**src/rtl/dmem_arbiter_if.sv**
```systemverilog
// Bus bundle between the two memory requesters, the arbiter and data_memory.
//
// Handshake: a requester raises req with we/addr/wdata and holds all four
// stable until it sees gnt=1 in the same cycle; the transaction is complete
// in that gnt cycle (no separate ready). Read data comes back exactly one
// cycle after the read gnt, qualified by rvalid; rdata is a straight copy of
// mem_rdata and means nothing without rvalid. m1_lock held on a granted m1
// access keeps m1 as sole owner until the first edge where m1_lock is low.
interface dmem_arbiter_if #(
  parameter int ADDR_W = 32,
  parameter int DATA_W = 32
);
  logic              m0_req;
  logic              m0_we;
  logic [ADDR_W-1:0] m0_addr;
  logic [DATA_W-1:0] m0_wdata;
  logic              m0_gnt;
  logic              m0_rvalid;
  logic [DATA_W-1:0] m0_rdata;

  logic              m1_req;
  logic              m1_we;
  logic [ADDR_W-1:0] m1_addr;
  logic [DATA_W-1:0] m1_wdata;
  logic              m1_lock;
  logic              m1_gnt;
  logic              m1_rvalid;
  logic [DATA_W-1:0] m1_rdata;

  logic              mem_en;
  logic              mem_we;
  logic [ADDR_W-1:0] mem_addr;
  logic [DATA_W-1:0] mem_wdata;
  logic [DATA_W-1:0] mem_rdata;

  // Arbiter side.
  modport slave (
    input  m0_req, m0_we, m0_addr, m0_wdata,
    output m0_gnt, m0_rvalid, m0_rdata,
    input  m1_req, m1_we, m1_addr, m1_wdata, m1_lock,
    output m1_gnt, m1_rvalid, m1_rdata,
    output mem_en, mem_we, mem_addr, mem_wdata,
    input  mem_rdata
  );

  // Environment side: the two requesters plus the memory.
  modport master (
    output m0_req, m0_we, m0_addr, m0_wdata,
    input  m0_gnt, m0_rvalid, m0_rdata,
    output m1_req, m1_we, m1_addr, m1_wdata, m1_lock,
    input  m1_gnt, m1_rvalid, m1_rdata,
    input  mem_en, mem_we, mem_addr, mem_wdata,
    output mem_rdata
  );
endinterface

```
**src/rtl/dmem_arbiter.sv**
```systemverilog
// Round-robin arbiter sharing the data memory port between the CPU
// load/store path (m0) and the DMA/debug loader (m1). One access per cycle,
// zero-cycle grant, one-cycle read return routed to the owning requester.
// m1 can lock the port for atomic sequences.
module dmem_arbiter #(
  parameter int ADDR_W = 32,
  parameter int DATA_W = 32
) (
  input  logic           clk,
  input  logic           rst,
  dmem_arbiter_if.slave  bus,
  output logic           state_dbg
);

  typedef enum logic {
    ARB    = 1'b0,
    LOCKED = 1'b1
  } state_e;

  state_e state;
  logic   last;      // port granted most recently (0 or 1)
  logic   rd_pend;   // a read was granted last cycle
  logic   rd_owner;  // which port that read belongs to
  logic   g0;
  logic   g1;

  assign state_dbg = state;

  // Grant decision: combinational from requests, state and last winner.
  always_comb begin
    g0 = 1'b0;
    g1 = 1'b0;
    if (!rst) begin
      if (state == LOCKED) begin
        g1 = bus.m1_req;
      end else if (bus.m0_req && bus.m1_req) begin
        // Tie: whoever was not served last wins.
        if (last) g0 = 1'b1;
        else      g1 = 1'b1;
      end else begin
        g0 = bus.m0_req;
        g1 = bus.m1_req;
      end
    end
  end

  // Output drive: grants, memory mux and read return.
  always_comb begin
    bus.m0_gnt    = g0;
    bus.m1_gnt    = g1;
    bus.mem_en    = g0 | g1;
    bus.mem_we    = 1'b0;
    bus.mem_addr  = {ADDR_W{1'b0}};
    bus.mem_wdata = {DATA_W{1'b0}};
    if (g0) begin
      bus.mem_we    = bus.m0_we;
      bus.mem_addr  = bus.m0_addr;
      bus.mem_wdata = bus.m0_wdata;
    end else if (g1) begin
      bus.mem_we    = bus.m1_we;
      bus.mem_addr  = bus.m1_addr;
      bus.mem_wdata = bus.m1_wdata;
    end
    // rd_pend/rd_owner are cleared asynchronously, so rvalid drops with rst.
    bus.m0_rvalid = rd_pend & ~rd_owner;
    bus.m1_rvalid = rd_pend &  rd_owner;
    bus.m0_rdata  = rst ? {DATA_W{1'b0}} : bus.mem_rdata;
    bus.m1_rdata  = rst ? {DATA_W{1'b0}} : bus.mem_rdata;
  end

  // Arbitration state, round-robin pointer and read-return tracking.
  always_ff @(posedge clk or posedge rst) begin
    if (rst) begin
      state    <= ARB;
      last     <= 1'b1;
      rd_pend  <= 1'b0;
      rd_owner <= 1'b0;
    end else begin
      if (g0 || g1) last <= g1;
      rd_pend <= (g0 && !bus.m0_we) || (g1 && !bus.m1_we);
      if ((g0 && !bus.m0_we) || (g1 && !bus.m1_we)) rd_owner <= g1;
      case (state)
        ARB:     if (g1 && bus.m1_lock) state <= LOCKED;
        LOCKED:  if (!bus.m1_lock)      state <= ARB;
        default: state <= ARB;
      endcase
    end
  end

endmodule

```
**src/flat_wrapper.sv**
```systemverilog
// flat-port wrapper written by rule: the top's interface ports become plain ports
module dmem_arbiter_flat 
#(
  parameter int ADDR_W = 32,
  parameter int DATA_W = 32
)
  (clk, rst, state_dbg, bus_m0_req, bus_m0_we, bus_m0_addr, bus_m0_wdata, bus_m0_gnt, bus_m0_rvalid, bus_m0_rdata, bus_m1_req, bus_m1_we, bus_m1_addr, bus_m1_wdata, bus_m1_lock, bus_m1_gnt, bus_m1_rvalid, bus_m1_rdata, bus_mem_en, bus_mem_we, bus_mem_addr, bus_mem_wdata, bus_mem_rdata);
  dmem_arbiter_if #(.ADDR_W(ADDR_W), .DATA_W(DATA_W)) bus_i ();
  input  logic clk;
  input  logic rst;
  output logic state_dbg;
  input wire logic [$bits(bus_i.m0_req)-1:0] bus_m0_req;
  input wire logic [$bits(bus_i.m0_we)-1:0] bus_m0_we;
  input wire logic [$bits(bus_i.m0_addr)-1:0] bus_m0_addr;
  input wire logic [$bits(bus_i.m0_wdata)-1:0] bus_m0_wdata;
  output wire logic [$bits(bus_i.m0_gnt)-1:0] bus_m0_gnt;
  output wire logic [$bits(bus_i.m0_rvalid)-1:0] bus_m0_rvalid;
  output wire logic [$bits(bus_i.m0_rdata)-1:0] bus_m0_rdata;
  input wire logic [$bits(bus_i.m1_req)-1:0] bus_m1_req;
  input wire logic [$bits(bus_i.m1_we)-1:0] bus_m1_we;
  input wire logic [$bits(bus_i.m1_addr)-1:0] bus_m1_addr;
  input wire logic [$bits(bus_i.m1_wdata)-1:0] bus_m1_wdata;
  input wire logic [$bits(bus_i.m1_lock)-1:0] bus_m1_lock;
  output wire logic [$bits(bus_i.m1_gnt)-1:0] bus_m1_gnt;
  output wire logic [$bits(bus_i.m1_rvalid)-1:0] bus_m1_rvalid;
  output wire logic [$bits(bus_i.m1_rdata)-1:0] bus_m1_rdata;
  output wire logic [$bits(bus_i.mem_en)-1:0] bus_mem_en;
  output wire logic [$bits(bus_i.mem_we)-1:0] bus_mem_we;
  output wire logic [$bits(bus_i.mem_addr)-1:0] bus_mem_addr;
  output wire logic [$bits(bus_i.mem_wdata)-1:0] bus_mem_wdata;
  input wire logic [$bits(bus_i.mem_rdata)-1:0] bus_mem_rdata;
  assign bus_i.m0_req = bus_m0_req;
  assign bus_i.m0_we = bus_m0_we;
  assign bus_i.m0_addr = bus_m0_addr;
  assign bus_i.m0_wdata = bus_m0_wdata;
  assign bus_m0_gnt = bus_i.m0_gnt;
  assign bus_m0_rvalid = bus_i.m0_rvalid;
  assign bus_m0_rdata = bus_i.m0_rdata;
  assign bus_i.m1_req = bus_m1_req;
  assign bus_i.m1_we = bus_m1_we;
  assign bus_i.m1_addr = bus_m1_addr;
  assign bus_i.m1_wdata = bus_m1_wdata;
  assign bus_i.m1_lock = bus_m1_lock;
  assign bus_m1_gnt = bus_i.m1_gnt;
  assign bus_m1_rvalid = bus_i.m1_rvalid;
  assign bus_m1_rdata = bus_i.m1_rdata;
  assign bus_mem_en = bus_i.mem_en;
  assign bus_mem_we = bus_i.mem_we;
  assign bus_mem_addr = bus_i.mem_addr;
  assign bus_mem_wdata = bus_i.mem_wdata;
  assign bus_i.mem_rdata = bus_mem_rdata;
  dmem_arbiter #(.ADDR_W(ADDR_W), .DATA_W(DATA_W)) u_core (.clk(clk), .rst(rst), .bus(bus_i), .state_dbg(state_dbg));
endmodule
```
**config.mk**
```make
export PLATFORM = sky130hd
export DESIGN_NAME = dmem_arbiter_flat
export DESIGN_NICKNAME = d
export VERILOG_FILES = /design/src/rtl/dmem_arbiter_if.sv /design/src/rtl/dmem_arbiter.sv /design/src/flat_wrapper.sv
export SDC_FILE = /design/constraint.sdc
export NUM_CORES = 1
export LEC_CHECK = 0
export ABC_AREA = 1
export BUFFER_PORTS_ARGS = -buffer_cell sky130_fd_sc_hd__buf_2
export CORE_AREA = 4 4 115 117
export CTS_CLUSTER_DIAMETER = 30
export DETAILED_ROUTE_END_ITERATION = 8
export DIE_AREA = 0 0 119 121
export PLACE_DENSITY_LB_ADDON = 0.12
export SETUP_SLACK_MARGIN = 0.1
export SLEW_MARGIN = 10
export SYNTH_ARGS = -nofsm -noshare
export SYNTH_HDL_FRONTEND = slang
export SYNTH_SLANG_ARGS = --single-unit
```
**constraint.sdc**
```tcl
create_clock -name clk -period 1.5 [get_ports clk]
set_clock_uncertainty 0.15 [all_clocks]
set_input_delay 0.3 -clock clk [delete_from_list [all_inputs] [get_ports clk]]
set_output_delay 0.3 -clock clk [all_outputs]
set_load 0.01 [all_outputs]
```
==> impl_results.md <==
* Register area at 101.3 um2
* Mean Syn Cell Area at 4.697 um2
* Comb power frac at 74.0%
* Worst Path Max Fanout at 10
* Worst-case setup margin in the final layout at -0.5240 ns
* Fmax at 0.4941 GHz
* Number of global-route vias before repair at 2920
* DR iter-0 viols at 60
* Unrepaired setup endpoints after global routing: yes
* Critical path cell sequence: inv_2 -> nand2_2 -> nand3_4 -> inv_6 -> buf_12 -> clkbuf_16 -> nand2_1 -> nand2_2 -> buf_6
* Unique cell type count in the Yosys netlist at 17
* Overall Power at 2.203 mW
* Worst-skew pair later-pin latency at 0.22 ns
* Layout Utilization at 39.13%
* Pint at 1.378 mW
* Share of layout cells above drive strength 1 at 74.00%
* Via-to-Cell Ratio at 3.750
* NetSw at 0.8252 mW
* CTS sink count at 4
* GP Congestion at 0.7536
* Flops & latches, synth at 4
* CP max stage delay at 0.54 ns
* Die W at 119 um
* Path type of the worst setup path: reg2out
* H-tree Lvls at 1
* Diodes inserted at 0
* Slew @ Worst Pin at 0.1735 ns
* Starting Density at 12.80%
* Drt drc at 0
* CP Launch Type: flop
* CTS tree: done
* YS warnings at 0
* Cell Rows at 41
* CTS Buf Count at 3
* Failing checks: negative setup slack
* # setup viols final at 68
* PwrDens at 455.4 nW/um2
* CTS root buf: clkbuf_16
* Placed Area at 3408 um2
* Run status: finished, violations left
* Final Instance Area at 4837 um2
* Min cycle time layout at 2.024 ns
* Largest net degree at the start of global routing at 27
* Nets at 791
* Core region area at 12360 um2
* Die area at 14400 um2
* Crit path capture type: output port
* Final WL at 10320 um
* Initial antenna violation count at 0
* Total GRT Usage at 11.71%
* Number of iterations in the first detailed-routing pass at 4
* Peak supply drop at 0.3135 mV
* Hold crit path type: in2async
* # IOs at 302
* WL/cell at 12.98 um
* Fill cells at 1233
* Synth Cell Area at 1583 um2
* Area Growth Syn to Fin at 205.6%
* PortBufs at 301
* Final Hold Fails at 0
* Sequential element share of the synthesized area at 6.403%
* Via count at 2981
* Relative slew slack at 88.42%
* Clock share of power at 19.4%
* DP Wirelength at 7463 um
* Worst path slowest cell: dfstp_2
* Seq pwr share at 6.6%
* Syn Nets at 504
* Max-Cap Viols at 0
* Bufs on Longest Clock Path at 2
* Post-CTS Hold Fix Bufs at 0
* Die H at 121 um
* Clock-pin slew on the worst setup and hold paths at 0.03 ns
* Final ANT Viol Nets at 0
* Tcrit/Tclk final at 134.9%
* Grt total ovfl at 0
* Critical Path RT at 1.05 ns
* Area occupied by multi-input gates at 1450 um2
* Syn Inst Count at 337
* Cell mode on critical path: nand2_2
* Lkg Pwr at 2.754 nW
* Critical Path AT at 1.57 ns
* First-pass GRT wire length at 13920 um
* Switching Fraction at 37.46%
* Final Max Tran Viols at 0
cell type report:
type | count | area share (%)
timing repair buffer | 332 | 58.33
multi-input combinational | 241 | 29.98
tap | 172 | 4.449
inverter | 42 | 3.518
sequential | 4 | 2.095
clock buffer | 4 | 1.630
worst paths after layout:
check	from	end	slack [ns]	cells after the start
max in group asynchronous	rst	u_core.last	0.82	4
min in group clk	bus_m0_we	u_core.rd_pend	0.15	2
hold / removal	rst	u_core.rd_owner	0.15	4
hold reg to reg	u_core.last	u_core.last	0.36	2
setup reg to reg	u_core.last	u_core.last	0.13	7
setup / recovery	u_core.last	bus_mem_wdata[8]	-0.52	9
per-stage QoR:
| stage | setup slack, ns | std cells | hold slack [ns] | TNS [ns] |
|---|---|---|---|---|
| floorplan | -0.09514 | 337 | 0.2581 | -4.755 |
| global placement | -0.3191 | 775 | 0.3670 | -16.85 |
| detailed placement | -0.3244 | 775 | 0.3571 | -17.34 |
| CTS | -0.5320 | 788 | 0.1463 | -32.05 |
| global route | -0.5936 | 795 | 0.1652 | -35.65 |
| finish | -0.5240 | 795 | 0.1454 | -30.93 |
cell usage in the layout, fill, tap and decap left out, drive strengths merged:
cell    netlist  layout
a21boi        1       1
a21oi         1       1
buf          47     327
clkbuf        3       9
dfrtp         3       3
dfstp         1       1
inv          42      42
nand2       197     197
nand3         3       3
nor2         36      36
o21ai         3       3
power groups by stage:
stage / Clock [mW] / Combinational, mW / Sequential, mW
finish: 0.428 / 1.63 / 0.145
global route: 0.447 / 1.76 / 0.148
CTS: 0.436 / 1.41 / 0.144
detailed placement: 0 / 1.09 / 0.144
global placement: 0 / 1.10 / 0.144
floorplan: 0 / 0.614 / 0.143
logic make-up after synthesis:
kind of cell / after synthesis / share of synthesized area [%]
flops: 4 / 6.403
compound gates: 5 / 1.739
buf+inv: 92 / 34.23
simple gates: 236 / 57.63
worst max-delay path: cells and delay by family, from the launching register on:
family | cells | cell delay [ns]
flip-flops | 1 | 0.54
AND/OR/NAND/NOR | 4 | 0.30
buffers and inverters | 5 | 0.51
layer usage:
| layer | global-route usage (%) | wire length [um] | vias up |
|---|---|---|---|
| met2 | 24.30 | 5985 | 166 |
| li1 | - | - | 1512 |
| met1 | 11.66 | 3402 | 1299 |
| met3 | 3.450 | 874 | 4 |
| met5 | 0 | 0 | - |
| met4 | 1.159 | 54 | 0 |
synth_stat cells:
cell type | count | share of area (%)
dfstp_2 | 1 | 1.7
nand2_2 | 1 | 0.40
nand3_1 | 2 | 0.63
buf_6 | 8 | 5.7
nand3_2 | 1 | 0.63
a21oi_1 | 1 | 0.32
dfrtp_1 | 3 | 4.7
inv_1 | 40 | 9.5
clkbuf_1 | 3 | 0.71
o21ai_0 | 3 | 0.95
nand2_1 | 196 | 46
buf_2 | 4 | 1.3
inv_2 | 2 | 0.47
a21boi_0 | 1 | 0.47
buf_4 | 35 | 17
nor2_1 | 34 | 8.1
nor2_4 | 2 | 1.4
state kept, by name (all words and copies together) (netlist names):
name              flops
u_core.last           1
u_core.rd_owner       1
u_core.rd_pend        1
u_core.state_dbg      1
timing repair:
action	4_1_cts	5_1_grt
pin swaps	9	29
cloned	6	5
gates resized for setup	102	92
setup endpoints to repair	132	126
buffers inserted	4	3
Power figures use the tool's default switching activity.
